<file path="config.mk">
export PLATFORM = sky130hd
export DESIGN_NAME = pwm_multichannel
export DESIGN_NICKNAME = d
export VERILOG_FILES = /design/src/rtl/pwm_pkg.sv /design/src/rtl/pwm_prescaler.sv /design/src/rtl/pwm_multichannel.sv
export SDC_FILE = /design/constraint.sdc
export NUM_CORES = 1
export LEC_CHECK = 0
export CORE_MARGIN = 2
export CORE_UTILIZATION = 64
export DETAILED_ROUTE_END_ITERATION = 12
export PLACE_DENSITY = 0.94
export SYNTH_ARGS = -nofsm -noshare
export SYNTH_HDL_FRONTEND = slang
export SYNTH_SLANG_ARGS = --single-unit
</file>
<file path="constraint.sdc">
create_clock -name SLK -period 6.75 [get_ports SLK]
set_input_delay 1.0125 -clock SLK [delete_from_list [all_inputs] [get_ports SLK]]
set_output_delay 1.0125 -clock SLK [all_outputs]
set_load 0.005 [all_outputs]
</file>
<file path="src/rtl/pwm_pkg.sv">
// pwm_pkg: shared state/direction types and channel-index width helper for pwm_multichannel
package pwm_pkg;
  typedef enum logic [1:0] {IDLE, RUN, DRAIN} state_t;
  typedef enum logic {UP, DOWN} dir_t;
  function automatic int ch_w(input int n);
    return (n > 1) ? $clog2(n) : 1;
  endfunction
endpackage

</file>
<file path="src/rtl/pwm_prescaler.sv">
// pwm_prescaler: reload counter emitting one tick every reload+1 cycles, cleared by clr
module pwm_prescaler #(
  parameter int W = 8
) (
  input  logic         SLK,
  input  logic         RST,
  input  logic         clr,
  input  logic [W-1:0] reload,
  output logic         tick
);
  logic [W-1:0] cnt;
  assign tick = cnt == reload;
  always_ff @(posedge SLK or posedge RST)
    if (RST) cnt <= '0;
    else cnt <= (clr || tick) ? '0 : cnt + 1'b1;
endmodule

</file>
<file path="src/rtl/pwm_multichannel.sv">
// pwm_multichannel: shared-counter multi-channel PWM with duty/period changes applied at period boundaries.
// Define PWM_CENTER_ALIGN_EN to add the center_mode input and up/down (center-aligned) counting.
module pwm_multichannel
  import pwm_pkg::*;
#(
  parameter int CHANNELS = 4,
  parameter int WIDTH = 8,
  parameter int PRESCALE_W = 8,
  localparam int CH_W = ch_w(CHANNELS)
) (
  input  logic                  SLK,
  input  logic                  RST,
  input  logic                  enable,
  input  logic [WIDTH-1:0]      period,
  input  logic [PRESCALE_W-1:0] prescale,
`ifdef PWM_CENTER_ALIGN_EN
  input  logic                  center_mode,
`endif
  input  logic                  wr_valid,
  input  logic [CH_W-1:0]       wr_ch,
  input  logic [WIDTH-1:0]      wr_duty,
  output logic [CHANNELS-1:0]   pwm_out,
  output logic                  period_start,
  output logic                  update_pending,
  output logic                  running
);
  state_t state, state_nx;
  logic [WIDTH-1:0] cnt, cnt_step, act_period, p_last;
  logic [PRESCALE_W-1:0] act_prescale;
  logic [CHANNELS-1:0] cmp, diff;
  logic tick, wrap_up, at_end, load;
  // a zero period behaves as a one-tick period whose outputs stay low
  assign p_last = (act_period == '0) ? '0 : act_period - 1'b1;
  assign wrap_up = cnt == p_last;
`ifdef PWM_CENTER_ALIGN_EN
  logic act_center;
  dir_t dir;
  assign at_end = tick && (act_center ? (dir == DOWN && cnt == '0) : wrap_up);
  assign cnt_step = !act_center ? (wrap_up ? '0 : cnt + 1'b1)
                  : (dir == UP) ? (wrap_up ? cnt : cnt + 1'b1)
                  : (cnt == '0) ? '0 : cnt - 1'b1;
  always_ff @(posedge SLK or posedge RST)
    if (RST) begin
      act_center <= 1'b0;
      dir <= UP;
    end else begin
      if (load) act_center <= center_mode;
      dir <= (load || state == IDLE) ? UP
           : !(tick && act_center) ? dir
           : (dir == UP && wrap_up) ? DOWN
           : (dir == DOWN && cnt == '0) ? UP : dir;
    end
`else
  assign at_end = tick && wrap_up;
  assign cnt_step = wrap_up ? '0 : cnt + 1'b1;
`endif
  // stopping at a period end skips the boundary load and returns straight to IDLE
  always_comb begin
    load = enable && (state == IDLE || at_end);
    state_nx = (state == IDLE || at_end) ? (enable ? RUN : IDLE) : (enable ? RUN : DRAIN);
  end
  always_ff @(posedge SLK or posedge RST)
    if (RST) state <= IDLE;
    else state <= state_nx;
  always_ff @(posedge SLK or posedge RST)
    if (RST) begin
      cnt <= '0;
      act_period <= '0;
      act_prescale <= '0;
      period_start <= 1'b0;
      pwm_out <= '0;
    end else begin
      period_start <= load;
      pwm_out <= (state != IDLE && state_nx != IDLE) ? cmp : '0;
      cnt <= (state == IDLE || load) ? '0 : tick ? cnt_step : cnt;
      if (load) begin
        act_period <= period;
        act_prescale <= prescale;
      end
    end
  pwm_prescaler #(.W(PRESCALE_W)) u_prescaler (
    .SLK(SLK),
    .RST(RST),
    .clr(state == IDLE || load),
    .reload(act_prescale),
    .tick(tick)
  );
  for (genvar i = 0; i < CHANNELS; i++) begin : g_ch
    logic [WIDTH-1:0] shadow, active;
    always_ff @(posedge SLK or posedge RST)
      if (RST) begin
        shadow <= '0;
        active <= '0;
      end else begin
        if (wr_valid && wr_ch == CH_W'(i)) shadow <= wr_duty;
        if (load) active <= shadow;
      end
    assign cmp[i] = (act_period != '0) && (cnt < active);
    assign diff[i] = shadow != active;
  end
  assign update_pending = |diff;
  assign running = state != IDLE;
endmodule

</file>
==> reports/qor.yml <==
place:
  place_inst: 589
  port_buffers: 36
  gp_congestion: 0.853
  dpl.hpwl_mm: 7.90
setup_path:
  cp_cell_sequence: "inv_1 -> ha_1 -> nor3b_1 -> xnor2_1 -> mux2_2 -> o32ai_2 -> nand4_2 -> o31ai_4 -> buf_4 -> mux2_2"
  end_kind: "flip-flop"
  worstPathArrival_ns: 4.14
  path_common_cell: "mux2_2"
  slowest_stage: "o31ai_4"
  max_stage_delay_ns: 0.85
  crit_required_ns: 7.01
  cp-start-kind: "flip-flop"
  crit_fanout: 32
  crit_type: "flip-flop to flip-flop"
drt:
  via_count: 3547
  wl_per_cell_um: 17.9
  dr.first_iter.drc_count: 167
  ant_nets: 0
  detail_route.first_pass.iterations: 4
  route.detailed.drc: 0
  vias_per_cell: 5.86
  finalWirelength_mm: 10.9
floorplan:
  coreArea_um2: 8180
  die_area_um2: 9170
  rows: 33
  start_util: 0.659
  dieHeight_um: 95.8
  pin_count: 37
  die_w_um: 95.8
sta:
  skew_ns: 0.0161
  rsz0062_at_grt: "false"
  hold_viol: 0
  maxSlewViolCount: 0
  min_period_ns: 3.87
  tightest_slew_ns: 0.911
  max_freq_mhz: 258
  maxSlewHeadroom: 0.393
  min_period_over_period: 0.574
  tns_ns: 0
  setup_violations: 0
finish:
  instances_no_fill: 605
  fin_nets: 556
  fillers: 536
  layout_commonest_cell: "dfrtp_1"
  layout_common_cells: "103 x dfrtp_1, 72 x mux2_2, 47 x xnor2_1, 36 x clkdlybuf4s50_1, 34 x inv_1"
  syn2layout_area_growth_pct: 12.1
  n_antenna_cell: 0
  layout-drive-gt1-share: 0.202
pwr:
  p_per_area_nw_per_um2: 280
  leakage_uw: 0.00258
  peakVddDrop_v: 0.000210
yosys:
  yosysTopAreaCellShare: 0.478
  netlist_area_um2: 5390
  syn-instance-count: 452
  synth_nets: 513
  synth_edf_count: 0
  ys_seq_area_frac: 0.478
  synth_compound_area_frac: 0.0516
  synthSimpleGateAreaFrac: 0.0906
  synth.largest_area_cell: "dfrtp_1"
  synth-adder-area-share: 0.0720
  yosys.area_share.xor_xnor: 0.0959
  ys.flop_type: "dfrtp_1"
  synth_warnings: 0
  synthTopCellsByArea: "dfrtp_1 48%, mux2_2 15%, xnor2_1 7.6%, ha_1 7.2%, inv_1 2.4%"
  synth_top_family_by_area: "multiplexers"
  synth-async-reset-ratio: 1.00
  muxShareOfSynthArea: 0.177
  ys_ff_latch: 103
  synth_cell_types: 43
  syn_area_per_cell_um2: 11.9
grt:
  globalRouteOverflowTotal: 0
  grt_usage: 0.256
  grt_start_max_net_pins: 54
  antenna_found_initial: 0
  grt_pass1_wl_mm: 17.6
  grt_pass1_vias: 3759
run_status:
  status: "finished, final reports clean"
clocking:
  cts.htree.levels: 3
  cts-root-buf: "clkbuf_8"
  insertion_delay_ns: 0.37
  cts_tree: "done"
  cts_num_sinks: 103
  ctsHoldBuffers: 0
  cts_buffers: 9
  cts_setup_buffers: 0
  cts_resized: 0
  cts_max_path_buffers: 2
  clk_pin_slew_ns: 0.10
worst_hold_path:
  hp-class: "flip-flop to flip-flop"
flow_run:
  maxCapViolCount: 0
kinds of logic after synthesis:
family / Yosys count
flops: 103
fa+ha+maj: 31
mux: 85
simple gates: 92
buf+inv: 42
xor+xnor: 59
compound gates: 40
critical path, delay by kind of cell, from the launching register on:
family	cells	cell delay (ns)
simple gates	2	0.50
buf+inv	2	0.61
xor+xnor	1	0.20
fa+ha+maj	1	0.23
compound gates	2	0.99
flops	1	0.46
mux	2	0.78
sequential cells by signal (all words and copies together) (netlist names):
| name | count |
|---|---|
| g_ch.active | 32 |
| g_ch.shadow | 32 |
| act_period | 8 |
| act_prescale | 8 |
| cnt | 8 |
| u_prescaler.cnt | 8 |
| pwm_out | 4 |
| state | 2 |
| period_start | 1 |
synth_stat cells, types with 2 or more instances:
master and number:
nand3_1 10, nor3_1 14, a21o_1 4, mux2_2 72, inv_1 35, or3_1 2, nor3b_1 2, xor2_1 12
o21a_1 4, nor4_1 4, clkbuf_1 2, xnor2_1 47, a21boi_0 4, nor2_1 25, a21oi_1 5, nand4_1 11
buf_4 3, ha_1 31, o21ai_0 16, nand2_1 11, mux2_1 9, and3_1 2, dfrtp_1 103, nand3b_1 2
mux2i_1 4
path summary, 6_finish.rpt:
kind,start,end,slack [ns],cells after the start
setup reg to reg,act_period[0],g_ch[3].active[1],2.88,10
min in group asynchronous,RST,g_ch[2].shadow[2],1.05,2
hold / removal,act_prescale[0],act_prescale[0],0.52,1
max in group asynchronous,RST,pwm_out[0],4.58,3
setup / recovery,act_period[0],g_ch[3].active[1],2.88,10
hold reg to reg,act_prescale[0],act_prescale[0],0.52,1
report_power, final:
group	switching, uW	internal [uW]
Combinational	198	252
Sequential	134	744
Clock	214	149
Total	546	1140
metrics by stage:
stage | area [um2] | power, uW | worst slack, ns | hold WS [ns] | utilization
after floorplan | 5390 | 1190 | 3.03 | 0.480 | -
after detailed placement | 5850 | 1330 | 2.87 | 0.498 | 0.715
after CTS | 6040 | 1700 | 2.84 | 0.519 | 0.739
after global routing | 6040 | 1790 | 2.59 | 0.556 | 0.739
final | 6040 | 1690 | 2.88 | 0.516 | 0.739
after global placement | 5850 | 1300 | 3.03 | 0.501 | 0.715
cell type report:
| cell class | count | area (um2) | area share |
|---|---|---|---|
| multi-input combinational | 307 | 2620 | 0.434 |
| clock inverter | 6 | 52.6 | 0.00870 |
| inverter | 35 | 134 | 0.0222 |
| tap | 105 | 131 | 0.0218 |
| clock buffer | 10 | 138 | 0.0228 |
| sequential | 103 | 2580 | 0.427 |
| timing repair buffer | 39 | 383 | 0.0634 |
routing by layer:
metal | vias up | part of all wire | track usage
met3 | 24 | 0.043 | 0.0493
li1 | 1666 | - | -
met2 | 107 | 0.50 | 0.443
met1 | 1750 | 0.43 | 0.317
met5 | - | 0 | 0
met4 | 0 | 0.024 | 0.101
(Power assumes the default switching activity.)
